==> config.mk <==
export PLATFORM = sky130hd
export DESIGN_NAME = load_align_unit_flat
export DESIGN_NICKNAME = d
export VERILOG_FILES = /design/src/rtl/load_align_unit_pkg.sv /design/src/rtl/load_align_unit_if.sv /design/src/rtl/load_align_unit_extract.sv /design/src/rtl/load_align_unit.sv /design/src/flat_wrapper.sv
export SDC_FILE = /design/constraint.sdc
export NUM_CORES = 1
export LEC_CHECK = 0
export BUFFER_PORTS_ARGS = -buffer_cell sky130_fd_sc_hd__buf_2
export CAP_MARGIN = 20
export CORE_ASPECT_RATIO = 2
export CORE_UTILIZATION = 51
export CTS_CLUSTER_SIZE = 8
export DETAILED_ROUTE_END_ITERATION = 12
export PLACE_DENSITY = 0.86
export SYNTH_ARGS = -nofsm -noshare
export SYNTH_HDL_FRONTEND = slang
export SYNTH_HIERARCHICAL = 1
export SYNTH_SLANG_ARGS = --single-unit
==> constraint.sdc <==
create_clock -name clk -period 2.5 [get_ports clk]
set_clock_uncertainty 0.15 [all_clocks]
set_input_delay 0.5 -clock clk [delete_from_list [all_inputs] [get_ports clk]]
set_output_delay 0.5 -clock clk [all_outputs]
set_load 0.03 [all_outputs]
==> src/rtl/load_align_unit_pkg.sv <==
//==============================================================================
// Module : load_align_unit_pkg
// Brief  : Opcodes, FSM state type and load-opcode decode for load_align_unit.
//          LWL/LWR decode as loads only when LOAD_ALIGN_LWLR_EN is defined.
// Rev    : 1.0  initial release
//==============================================================================
`default_nettype none

package load_align_unit_pkg;

    localparam logic [5:0] OPCODE_LB  = 6'h20;
    localparam logic [5:0] OPCODE_LH  = 6'h21;
    localparam logic [5:0] OPCODE_LWL = 6'h22;
    localparam logic [5:0] OPCODE_LW  = 6'h23;
    localparam logic [5:0] OPCODE_LBU = 6'h24;
    localparam logic [5:0] OPCODE_LHU = 6'h25;
    localparam logic [5:0] OPCODE_LWR = 6'h26;

    typedef enum logic [1:0] {
        IDLE = 2'd0,
        READ = 2'd1,
        RESP = 2'd2
    } load_align_state_t;

    function automatic logic is_load_opcode(input logic [5:0] op);
        case (op)
            OPCODE_LB, OPCODE_LBU, OPCODE_LH, OPCODE_LHU, OPCODE_LW: return 1'b1;
`ifdef LOAD_ALIGN_LWLR_EN
            OPCODE_LWL, OPCODE_LWR:                                 return 1'b1;
`endif
            default:                                                return 1'b0;
        endcase
    endfunction

endpackage

`default_nettype wire

==> src/rtl/load_align_unit_if.sv <==
//==============================================================================
// Module : load_align_unit_if
// Brief  : Request, data-bus and response signals of the load align unit.
// Rev    : 1.0  initial release
//==============================================================================
`default_nettype none

interface load_align_unit_if #(
    parameter int DATA_WIDTH = 32
);
    logic                    req_valid;
    logic                    req_ready;
    logic [5:0]              req_opcode;
    logic [31:0]             req_addr;
    logic [31:0]             req_rt_old;
    logic [31:0]             mem_address;
    logic                    mem_read;
    logic [DATA_WIDTH/8-1:0] mem_byteenable;
    logic                    mem_waitrequest;
    logic [DATA_WIDTH-1:0]   mem_readdata;
    logic                    resp_valid;
    logic                    resp_ready;
    logic [31:0]             resp_data;
    logic                    resp_error;

    // slave: the load unit itself
    modport slave (
        input  req_valid, req_opcode, req_addr, req_rt_old,
        output req_ready,
        output mem_address, mem_read, mem_byteenable,
        input  mem_waitrequest, mem_readdata,
        output resp_valid, resp_data, resp_error,
        input  resp_ready
    );

    modport master (
        output req_valid, req_opcode, req_addr, req_rt_old,
        input  req_ready,
        input  mem_address, mem_read, mem_byteenable,
        output mem_waitrequest, mem_readdata,
        input  resp_valid, resp_data, resp_error,
        output resp_ready
    );
endinterface

`default_nettype wire

==> src/rtl/load_align_unit_extract.sv <==
//==============================================================================
// Module : load_extract
// Brief  : Combinational word select, lane shift, sign/zero extend and
//          LWL/LWR merge (merge present when LOAD_ALIGN_LWLR_EN is defined).
// Rev    : 1.0  initial release
//==============================================================================
`default_nettype none

module load_extract
    import load_align_unit_pkg::*;
#(
    parameter int DATA_WIDTH = 32,
    parameter int LANE_W     = 2
) (
    input  logic [5:0]            opcode,
    input  logic [LANE_W-1:0]     lane,
    input  logic [31:0]           rt_old,
    input  logic [DATA_WIDTH-1:0] readdata,
    output logic [31:0]           data
);
    logic [31:0] w_word;
    logic [31:0] w_shifted;
    logic [1:0]  w_b;
    logic [4:0]  w_rsh;
    logic [4:0]  w_lsh;

    assign w_b   = lane[1:0];
    assign w_rsh = {w_b, 3'b000};
    // 8*(3-b) == 8*~b for a two-bit b
    assign w_lsh = {~w_b, 3'b000};

    generate
        if (DATA_WIDTH == 64) begin : g_word64
            assign w_word = lane[LANE_W-1] ? readdata[63:32] : readdata[31:0];
        end else begin : g_word32
            assign w_word = readdata[31:0];
        end
    endgenerate

    assign w_shifted = w_word >> w_rsh;

    always_comb begin
        data = '0;
        case (opcode)
            OPCODE_LB:  data = {{24{w_shifted[7]}}, w_shifted[7:0]};
            OPCODE_LBU: data = {24'h0, w_shifted[7:0]};
            OPCODE_LH:  data = {{16{w_shifted[15]}}, w_shifted[15:0]};
            OPCODE_LHU: data = {16'h0, w_shifted[15:0]};
            OPCODE_LW:  data = w_word;
`ifdef LOAD_ALIGN_LWLR_EN
            OPCODE_LWL: data = (w_word << w_lsh) | (rt_old & ~(32'hFFFF_FFFF << w_lsh));
            OPCODE_LWR: data = w_shifted | (rt_old & ~(32'hFFFF_FFFF >> w_rsh));
`endif
            default:    data = '0;
        endcase
    end

`ifndef LOAD_ALIGN_LWLR_EN
    logic w_unused_rt;
    assign w_unused_rt = ^rt_old;
`endif

endmodule

`default_nettype wire

==> src/rtl/load_align_unit.sv <==
//==============================================================================
// Module : load_align_unit
// Brief  : Owns one data-memory read for LB/LBU/LH/LHU/LW (LWL/LWR when
//          LOAD_ALIGN_LWLR_EN is defined) and returns the aligned 32-bit value.
// Rev    : 1.0  initial release
//==============================================================================
`default_nettype none

module load_align_unit
    import load_align_unit_pkg::*;
#(
    parameter int DATA_WIDTH     = 32,
    parameter int TIMEOUT_CYCLES = 0
) (
    input  logic              clk,
    input  logic              reset,
    load_align_unit_if.slave  bus
);
    localparam int C_BW    = DATA_WIDTH / 8;
    localparam int C_OFS   = $clog2(C_BW);
    localparam int C_CNT_W = (TIMEOUT_CYCLES > 1) ? $clog2(TIMEOUT_CYCLES) : 1;
    localparam logic [C_CNT_W-1:0] C_TO_LAST =
        C_CNT_W'((TIMEOUT_CYCLES > 0) ? TIMEOUT_CYCLES - 1 : 0);

    load_align_state_t   r_state;
    logic [5:0]          r_opcode;
    logic [C_OFS-1:0]    r_lane;
    logic [31:0]         r_rt_old;
    logic [31:0]         r_mem_address;
    logic                r_mem_read;
    logic [C_BW-1:0]     r_be;
    logic                r_resp_valid;
    logic [31:0]         r_resp_data;
    logic                r_resp_error;
    logic [C_CNT_W-1:0]  r_cnt;

    logic [1:0]          w_b;
    logic [3:0]          w_be_word;
    logic [C_BW-1:0]     w_be;
    logic                w_misaligned;
    logic                w_req_ok;
    logic                w_timeout;
    logic [31:0]         w_load_data;

    assign w_b = bus.req_addr[1:0];

    always_comb begin
        w_be_word    = 4'b0000;
        w_misaligned = 1'b0;
        case (bus.req_opcode)
            OPCODE_LB, OPCODE_LBU: w_be_word = 4'b0001 << w_b;
            OPCODE_LH, OPCODE_LHU: begin
                w_be_word    = 4'b0011 << w_b;
                w_misaligned = w_b[0];
            end
            OPCODE_LW: begin
                w_be_word    = 4'b1111;
                w_misaligned = |w_b;
            end
`ifdef LOAD_ALIGN_LWLR_EN
            OPCODE_LWL: w_be_word = 4'b1111 >> ~w_b;
            OPCODE_LWR: w_be_word = 4'b1111 << w_b;
`endif
            default: w_be_word = 4'b0000;
        endcase
    end

    generate
        if (DATA_WIDTH == 64) begin : g_be64
            assign w_be = bus.req_addr[2] ? {w_be_word, 4'b0000} : {4'b0000, w_be_word};
        end else begin : g_be32
            assign w_be = w_be_word;
        end
    endgenerate

    assign w_req_ok  = is_load_opcode(bus.req_opcode) && !w_misaligned;
    assign w_timeout = (TIMEOUT_CYCLES > 0) && (r_cnt == C_TO_LAST);

    load_extract #(
        .DATA_WIDTH (DATA_WIDTH),
        .LANE_W     (C_OFS)
    ) u_extract (
        .opcode   (r_opcode),
        .lane     (r_lane),
        .rt_old   (r_rt_old),
        .readdata (bus.mem_readdata),
        .data     (w_load_data)
    );

    always_ff @(posedge clk) begin
        if (reset) begin
            r_state       <= IDLE;
            r_opcode      <= '0;
            r_lane        <= '0;
            r_rt_old      <= '0;
            r_mem_address <= '0;
            r_mem_read    <= 1'b0;
            r_be          <= '0;
            r_resp_valid  <= 1'b0;
            r_resp_data   <= '0;
            r_resp_error  <= 1'b0;
            r_cnt         <= '0;
        end else begin
            case (r_state)
                IDLE: begin
                    if (bus.req_valid) begin
                        r_opcode <= bus.req_opcode;
                        r_lane   <= bus.req_addr[C_OFS-1:0];
                        r_rt_old <= bus.req_rt_old;
                        if (w_req_ok) begin
                            r_state       <= READ;
                            r_mem_read    <= 1'b1;
                            r_mem_address <= {bus.req_addr[31:C_OFS], {C_OFS{1'b0}}};
                            r_be          <= w_be;
                            r_cnt         <= '0;
                        end else begin
                            // rejected requests never touch the bus
                            r_state      <= RESP;
                            r_resp_valid <= 1'b1;
                            r_resp_error <= 1'b1;
                            r_resp_data  <= '0;
                        end
                    end
                end
                READ: begin
                    if (!bus.mem_waitrequest) begin
                        r_state      <= RESP;
                        r_mem_read   <= 1'b0;
                        r_be         <= '0;
                        r_resp_valid <= 1'b1;
                        r_resp_error <= 1'b0;
                        r_resp_data  <= w_load_data;
                    end else if (w_timeout) begin
                        r_state      <= RESP;
                        r_mem_read   <= 1'b0;
                        r_be         <= '0;
                        r_resp_valid <= 1'b1;
                        r_resp_error <= 1'b1;
                        r_resp_data  <= '0;
                    end else begin
                        r_cnt <= r_cnt + C_CNT_W'(1);
                    end
                end
                RESP: begin
                    if (bus.resp_ready) begin
                        r_state      <= IDLE;
                        r_resp_valid <= 1'b0;
                        r_resp_error <= 1'b0;
                        r_resp_data  <= '0;
                    end
                end
                default: r_state <= IDLE;
            endcase
        end
    end

    assign bus.req_ready      = (r_state == IDLE);
    assign bus.mem_address    = r_mem_address;
    assign bus.mem_read       = r_mem_read;
    assign bus.mem_byteenable = r_be;
    assign bus.resp_valid     = r_resp_valid;
    assign bus.resp_data      = r_resp_data;
    assign bus.resp_error     = r_resp_error;

endmodule

`default_nettype wire

==> src/flat_wrapper.sv <==
// flat-port wrapper written by rule: the top's interface ports become plain ports
module load_align_unit_flat import load_align_unit_pkg::*;
#(
    parameter int DATA_WIDTH     = 32,
    parameter int TIMEOUT_CYCLES = 0
)
  (clk, reset, bus_req_valid, bus_req_opcode, bus_req_addr, bus_req_rt_old, bus_req_ready, bus_mem_address, bus_mem_read, bus_mem_byteenable, bus_mem_waitrequest, bus_mem_readdata, bus_resp_valid, bus_resp_data, bus_resp_error, bus_resp_ready);
  load_align_unit_if #(.DATA_WIDTH(DATA_WIDTH)) bus_i ();
  input  logic clk;
  input  logic reset;
  input wire logic [$bits(bus_i.req_valid)-1:0] bus_req_valid;
  input wire logic [$bits(bus_i.req_opcode)-1:0] bus_req_opcode;
  input wire logic [$bits(bus_i.req_addr)-1:0] bus_req_addr;
  input wire logic [$bits(bus_i.req_rt_old)-1:0] bus_req_rt_old;
  output wire logic [$bits(bus_i.req_ready)-1:0] bus_req_ready;
  output wire logic [$bits(bus_i.mem_address)-1:0] bus_mem_address;
  output wire logic [$bits(bus_i.mem_read)-1:0] bus_mem_read;
  output wire logic [$bits(bus_i.mem_byteenable)-1:0] bus_mem_byteenable;
  input wire logic [$bits(bus_i.mem_waitrequest)-1:0] bus_mem_waitrequest;
  input wire logic [$bits(bus_i.mem_readdata)-1:0] bus_mem_readdata;
  output wire logic [$bits(bus_i.resp_valid)-1:0] bus_resp_valid;
  output wire logic [$bits(bus_i.resp_data)-1:0] bus_resp_data;
  output wire logic [$bits(bus_i.resp_error)-1:0] bus_resp_error;
  input wire logic [$bits(bus_i.resp_ready)-1:0] bus_resp_ready;
  assign bus_i.req_valid = bus_req_valid;
  assign bus_i.req_opcode = bus_req_opcode;
  assign bus_i.req_addr = bus_req_addr;
  assign bus_i.req_rt_old = bus_req_rt_old;
  assign bus_req_ready = bus_i.req_ready;
  assign bus_mem_address = bus_i.mem_address;
  assign bus_mem_read = bus_i.mem_read;
  assign bus_mem_byteenable = bus_i.mem_byteenable;
  assign bus_i.mem_waitrequest = bus_mem_waitrequest;
  assign bus_i.mem_readdata = bus_mem_readdata;
  assign bus_resp_valid = bus_i.resp_valid;
  assign bus_resp_data = bus_i.resp_data;
  assign bus_resp_error = bus_i.resp_error;
  assign bus_i.resp_ready = bus_resp_ready;
  load_align_unit #(.DATA_WIDTH(DATA_WIDTH), .TIMEOUT_CYCLES(TIMEOUT_CYCLES)) u_core (.clk(clk), .reset(reset), .bus(bus_i));
endmodule
======== Word-level counts from Yosys, hierarchy flattened ========
Index checks and enable logic that the tools add are counted.
cells by class
  shifts and indexed selects .............. 3
  reduce and logical (&&, ||, !) cells .... 14
  mux-type cells .......................... 28
  equal/unequal tests ..................... 17
operator list
  operator                                                           number
  32-bit one-hot mux with 5 select lines                             1
  32-bit two-way mux                                                 4
  32-bit one-hot mux with 3 select lines                             1
  6-bit == test, second input constant                               10
  32-bit by 5-bit >> shifter with 16-bit output                      1
  4-bit two-way mux                                                  3
  4-bit one-hot mux with 3 select lines                              1
  1-bit two-way mux                                                  8
  2-bit two-way mux                                                  4
  2-bit inequality test, second input constant                       4
  4-bit one-hot mux with 2 select lines                              1
  1-bit one-hot mux with 3 select lines                              2
  2-bit one-hot mux with 3 select lines                              1
  3-bit AND reduction                                                2
  2-bit OR reduction                                                 3
  5-bit AND reduction                                                1
  5-bit OR reduction                                                 1
  1-bit one-hot mux with 2 select lines                              2
  4-bit AND reduction                                                1
  1-bit by 2-bit << shifter with 4-bit output, first input constant  1
  2-bit by 2-bit << shifter with 4-bit output, first input constant  1
  3-bit nonzero test                                                 1
  2-bit by 1-bit == test with 1-bit output, second input constant    1
  2-bit == test, second input constant                               1
  other kinds (6)                                                    6
word-level totals
  input port bits ......................... 107
  output and inout port bits .............. 72
  bits in registers ....................... 79
  word-level logic and storage cells ...... 71

======== Longest topological paths before layout ========
  depth after elaboration ................. 8
  mapped depth ............................ 9
  gate-level depth less buffers ........... 6

======== Hierarchy ========
Netlist, hierarchy kept.
by module, submodules not included
  module           cells each  instances  sequential area each (µm²)  area each (µm²)
  load_align_unit  529         1          2222.1                      4265.3
  load_extract     98          1          0.0                         853.3

======== Least setup slack after synthesis ========
Ideal clock, no wire load.
  kind .................................... reg2reg
  from .................................... register u_core.r_state[1]
  to ...................................... register u_core.r_be[0], in the netlist u_core/bus.mem_byteenable[0]
  setup time .............................. 0.130 ns
  cell stages (with the launch flop) ...... 9
  path buffers ............................ 2
  required time ........................... 2.220 ns
  arrival ................................. 1.783 ns
  setup slack ............................. 0.437 ns
  cells stage by stage .................... dfxtp_1 inv_1 ha_1 buf_2 and2_1 clkbuf_1 o2111ai_1 a21boi_1 o32ai_1
on the way
  cells in the longest elaborated chain, start to end .. 3
  elaborated cells between the ends (all ways) .. 8
  those cells by class .................... 4 x eq/ne; 1 x mux; 3 x reduce/logical
RTL lines
  what                                                                                       line                    source
  start: declaration                                                                         load_align_unit.sv:25   load_align_state_t r_state;
  start signal: assignment                                                                   load_align_unit.sv:92   r_state <= IDLE;
  start signal: assignment                                                                   load_align_unit.sv:111  r_state <= READ;
  start signal: assignment                                                                   load_align_unit.sv:118  r_state <= RESP;
  2-bit logical NOT (*)                                                                      n/a
  named net bus_req_ready                                                                    flat_wrapper.sv:15      output wire logic [$bits(bus_i.req_ready)-1:0] bus_req_ready;
  2-bit by 1-bit inequality test with 1-bit output (no source line) (tied with other cells)  n/a
  4-bit AND reduction (no source line)                                                       n/a
  end signal: assignment                                                                     load_align_unit.sv:114  r_be <= w_be;
  end: declaration                                                                           load_align_unit.sv:31   logic [C_BW-1:0] r_be;
Mark *: on every way through the listed nets, which the timed path passes. The rest lies on a longest branch.
A chain may end at the register's enable or synchronous reset.

======== Final worst setup path ========
  from .................................... register u_core.r_state[0]
  to ...................................... register u_core.r_mem_address[31], in the netlist u_core/bus.mem_address[31]
on the way
  cells in the longest elaborated chain, start to end .. 2
RTL lines
  what                                  line                    source
  2-bit logical NOT                     load_align_unit.sv:104  case (r_state)
  3-bit AND reduction (no source line)  n/a
  end signal: assignment                load_align_unit.sv:113  r_mem_address <= {bus.req_addr[31:C_OFS], {C_OFS{1'b0}}};
  end: declaration                      load_align_unit.sv:29   logic [31:0] r_mem_address;
No other way between the ends.

==> results.md <==
* Setup bufs post-CTS at 0
* Crit path kind: flop to flop
* WL final at approximately 11,000 µm
* Int Pwr at approximately 2.4 mW
* Crit Path Max Fanout at 31
* I/O Pins at 179
* Startpoint Class: flop
* Fin crit period at 2.28 ns
* Synth warn at 6
* Largest net degree at the start of global routing at 55
* Drt initial violations at roughly 340
* Peak VDD IR at 0.000608 V
* Status: finished, final reports clean
* DRC at 0
* Ratio of cells with drive above 1 in the final layout at 0.327
* Cell Area, Synth at 4070 µm²
* Avg WL per Cell at 15.9 µm
* Gpl congestion at 0.874
* Combinational power share at 0.149
* Worst-Margin Slew at roughly 0.61 ns
* Final setup TNS at 0 ns
* Clk_lat worst skew at 0.33 ns
* Initial antenna violation count at 0
* Worst hold path class: input port to flop
* Port buffer count at 144
* Std-Cell Rows at 45
* Die Span X at 65.2 µm
* GRT Util Overall at 0.272
* Max-Slew Margin vs Limit at 0.591
* CTS Root Cell: clkbuf_16
* First-pass GRT wire length at 17,800 µm
* Slew Viols, Final at 0
* Vias in the first global route at 4,001
* Final period util at 0.911
* Switching Fraction at 0.251
* Die span in y at 128 µm
* Leak Pwr at roughly 2.3 nW
* Max-cap violation count at 0
* Synth Instances at 497
* Final Net Count at 722
* RSZ-0062 raised after global routing: no
* CTS Buf Count at 9
* Gr ovfl total at 0
* Post-DP HPWL at 7790 µm
* Crit. End Element: flop
* Avg Cell Area, Syn at 8.19 µm²
* Switching pwr at 0.810 mW
* H-tree levels at 3
* # diodes at 0
* P per Cell Area at 630 nW/µm²
* Starting Density at 0.532
* Die area at 8360 µm²
* Hold_buf cts at 0
* CTS max path bufs at 2
* DR pass1 iterations at 5
* Critical path required time at 2.59 ns
* CTS Sinks at 79
* Fmax at ~0.44 GHz
* Final Power at between 3 and 4 mW
* Setup violations, final at 0
* Vias at 4,226
* Hold Fails Final Rpt at 0
* Sequential Power Share at 0.404
* Syn-to-layout area delta at 26.0%
* Clk pin slew, worst setup/hold paths at ~0.06 ns
* Clock share of power at 0.447
* CP arrival at 2.37 ns
* CORE AREA at between 7000 and 8000 µm²
* CTS resizes at 0
* Vias per cell at 5.96
* CTS tree: done
* Post-route ant nets at 0
[cell usage in the layout, fill, tap and decap left out, types with 2 or more instances in the layout]
master     instances
a211o_1            8
o32ai_1            4
ha_1               4
a31oi_1            2
mux2_2             8
a21oi_1           82
o2111ai_2          2
dfxtp_1           79
o21ai_1           29
clkbuf_8           3
a21o_1            16
nor2_1             5
mux4_2             8
conb_1             2
nand3_1            2
buf_4             11
nand4_1           32
nand2_1           99
a22o_1             7
a211oi_1           4
clkbuf_16          9
buf_2            144
o21ai_0            5
inv_1             11
bufinv_16          2
nand2b_1           5
mux2i_1            3
buf_12             3
[per-stage QoR]
stage	instance area, µm²	util	hold slack [ns]	instances	setup WS, ns
floorplan	4070	-	0.281	498	0.457
global placement	4800	0.626	0.289	694	0.360
detailed placement	4800	0.626	0.295	694	0.272
CTS	5130	0.670	0.240	709	0.258
global route	5130	0.670	0.249	709	0.0711
finish	5130	0.670	0.254	709	0.222
[area by class of cell]
cell class | count | area, µm²
clock buffers | 12 | 267
clock inverters | 3 | 65.1
fillers | 644 | 2530
inverters | 12 | 45.0
multi-input cells | 351 | 2190
flip-flops and latches | 79 | 1580
well taps | 94 | 118
repair buffers | 158 | 863
[worst max-delay path, stage by stage, from the launching register on]
cell	delay [ns]
dfxtp_1	0.34
inv_1	0.09
ha_1	0.35
and2_1	0.40
o2111a_1	0.27
buf_4	0.30
nand2_1	0.09
a21oi_1	0.19
[routing by layer]
metal  GRT usage  share of wire
met5           0              0
met3      0.0798          0.082
met4       0.182          0.044
met1       0.273           0.36
met2       0.473           0.51
[power by group through the flow]
stage               Clock (mW)  Combinational, mW  Sequential [mW]
detailed placement           0              0.468             1.33
CTS                       1.47              0.471             1.30
finish                    1.44              0.480             1.30
global placement             0              0.455             1.33
floorplan                    0              0.303             1.35
global route              1.52              0.514             1.31
[final timing paths]
path / startpoint / endpoint / slack [ns] / cells after the start
hold reg to reg: u_core/bus.mem_address[4] / u_core/bus.mem_address[4] / 0.30 / 2
setup / recovery: u_core/r_state[0] / u_core/bus.mem_address[31] / 0.22 / 7
hold / removal: bus_req_addr[15] / u_core/bus.mem_address[15] / 0.25 / 3
setup reg to reg: u_core/r_state[0] / u_core/bus.mem_address[31] / 0.22 / 7
[state kept, by name (all words and copies together), names as in the netlist]
| register | flops |
|---|---|
| u_core/r_opcode | 6 |
| u_core/r_state | 2 |
| u_core/r_lane | 2 |
| u_core/bus.mem_address | 30 |
| u_core/bus.mem_read | 1 |
| u_core/bus.mem_byteenable | 4 |
| u_core/bus.resp_valid | 1 |
| u_core/bus.resp_error | 1 |
| u_core/bus.resp_data | 32 |
Power figures use the tool's default switching activity.
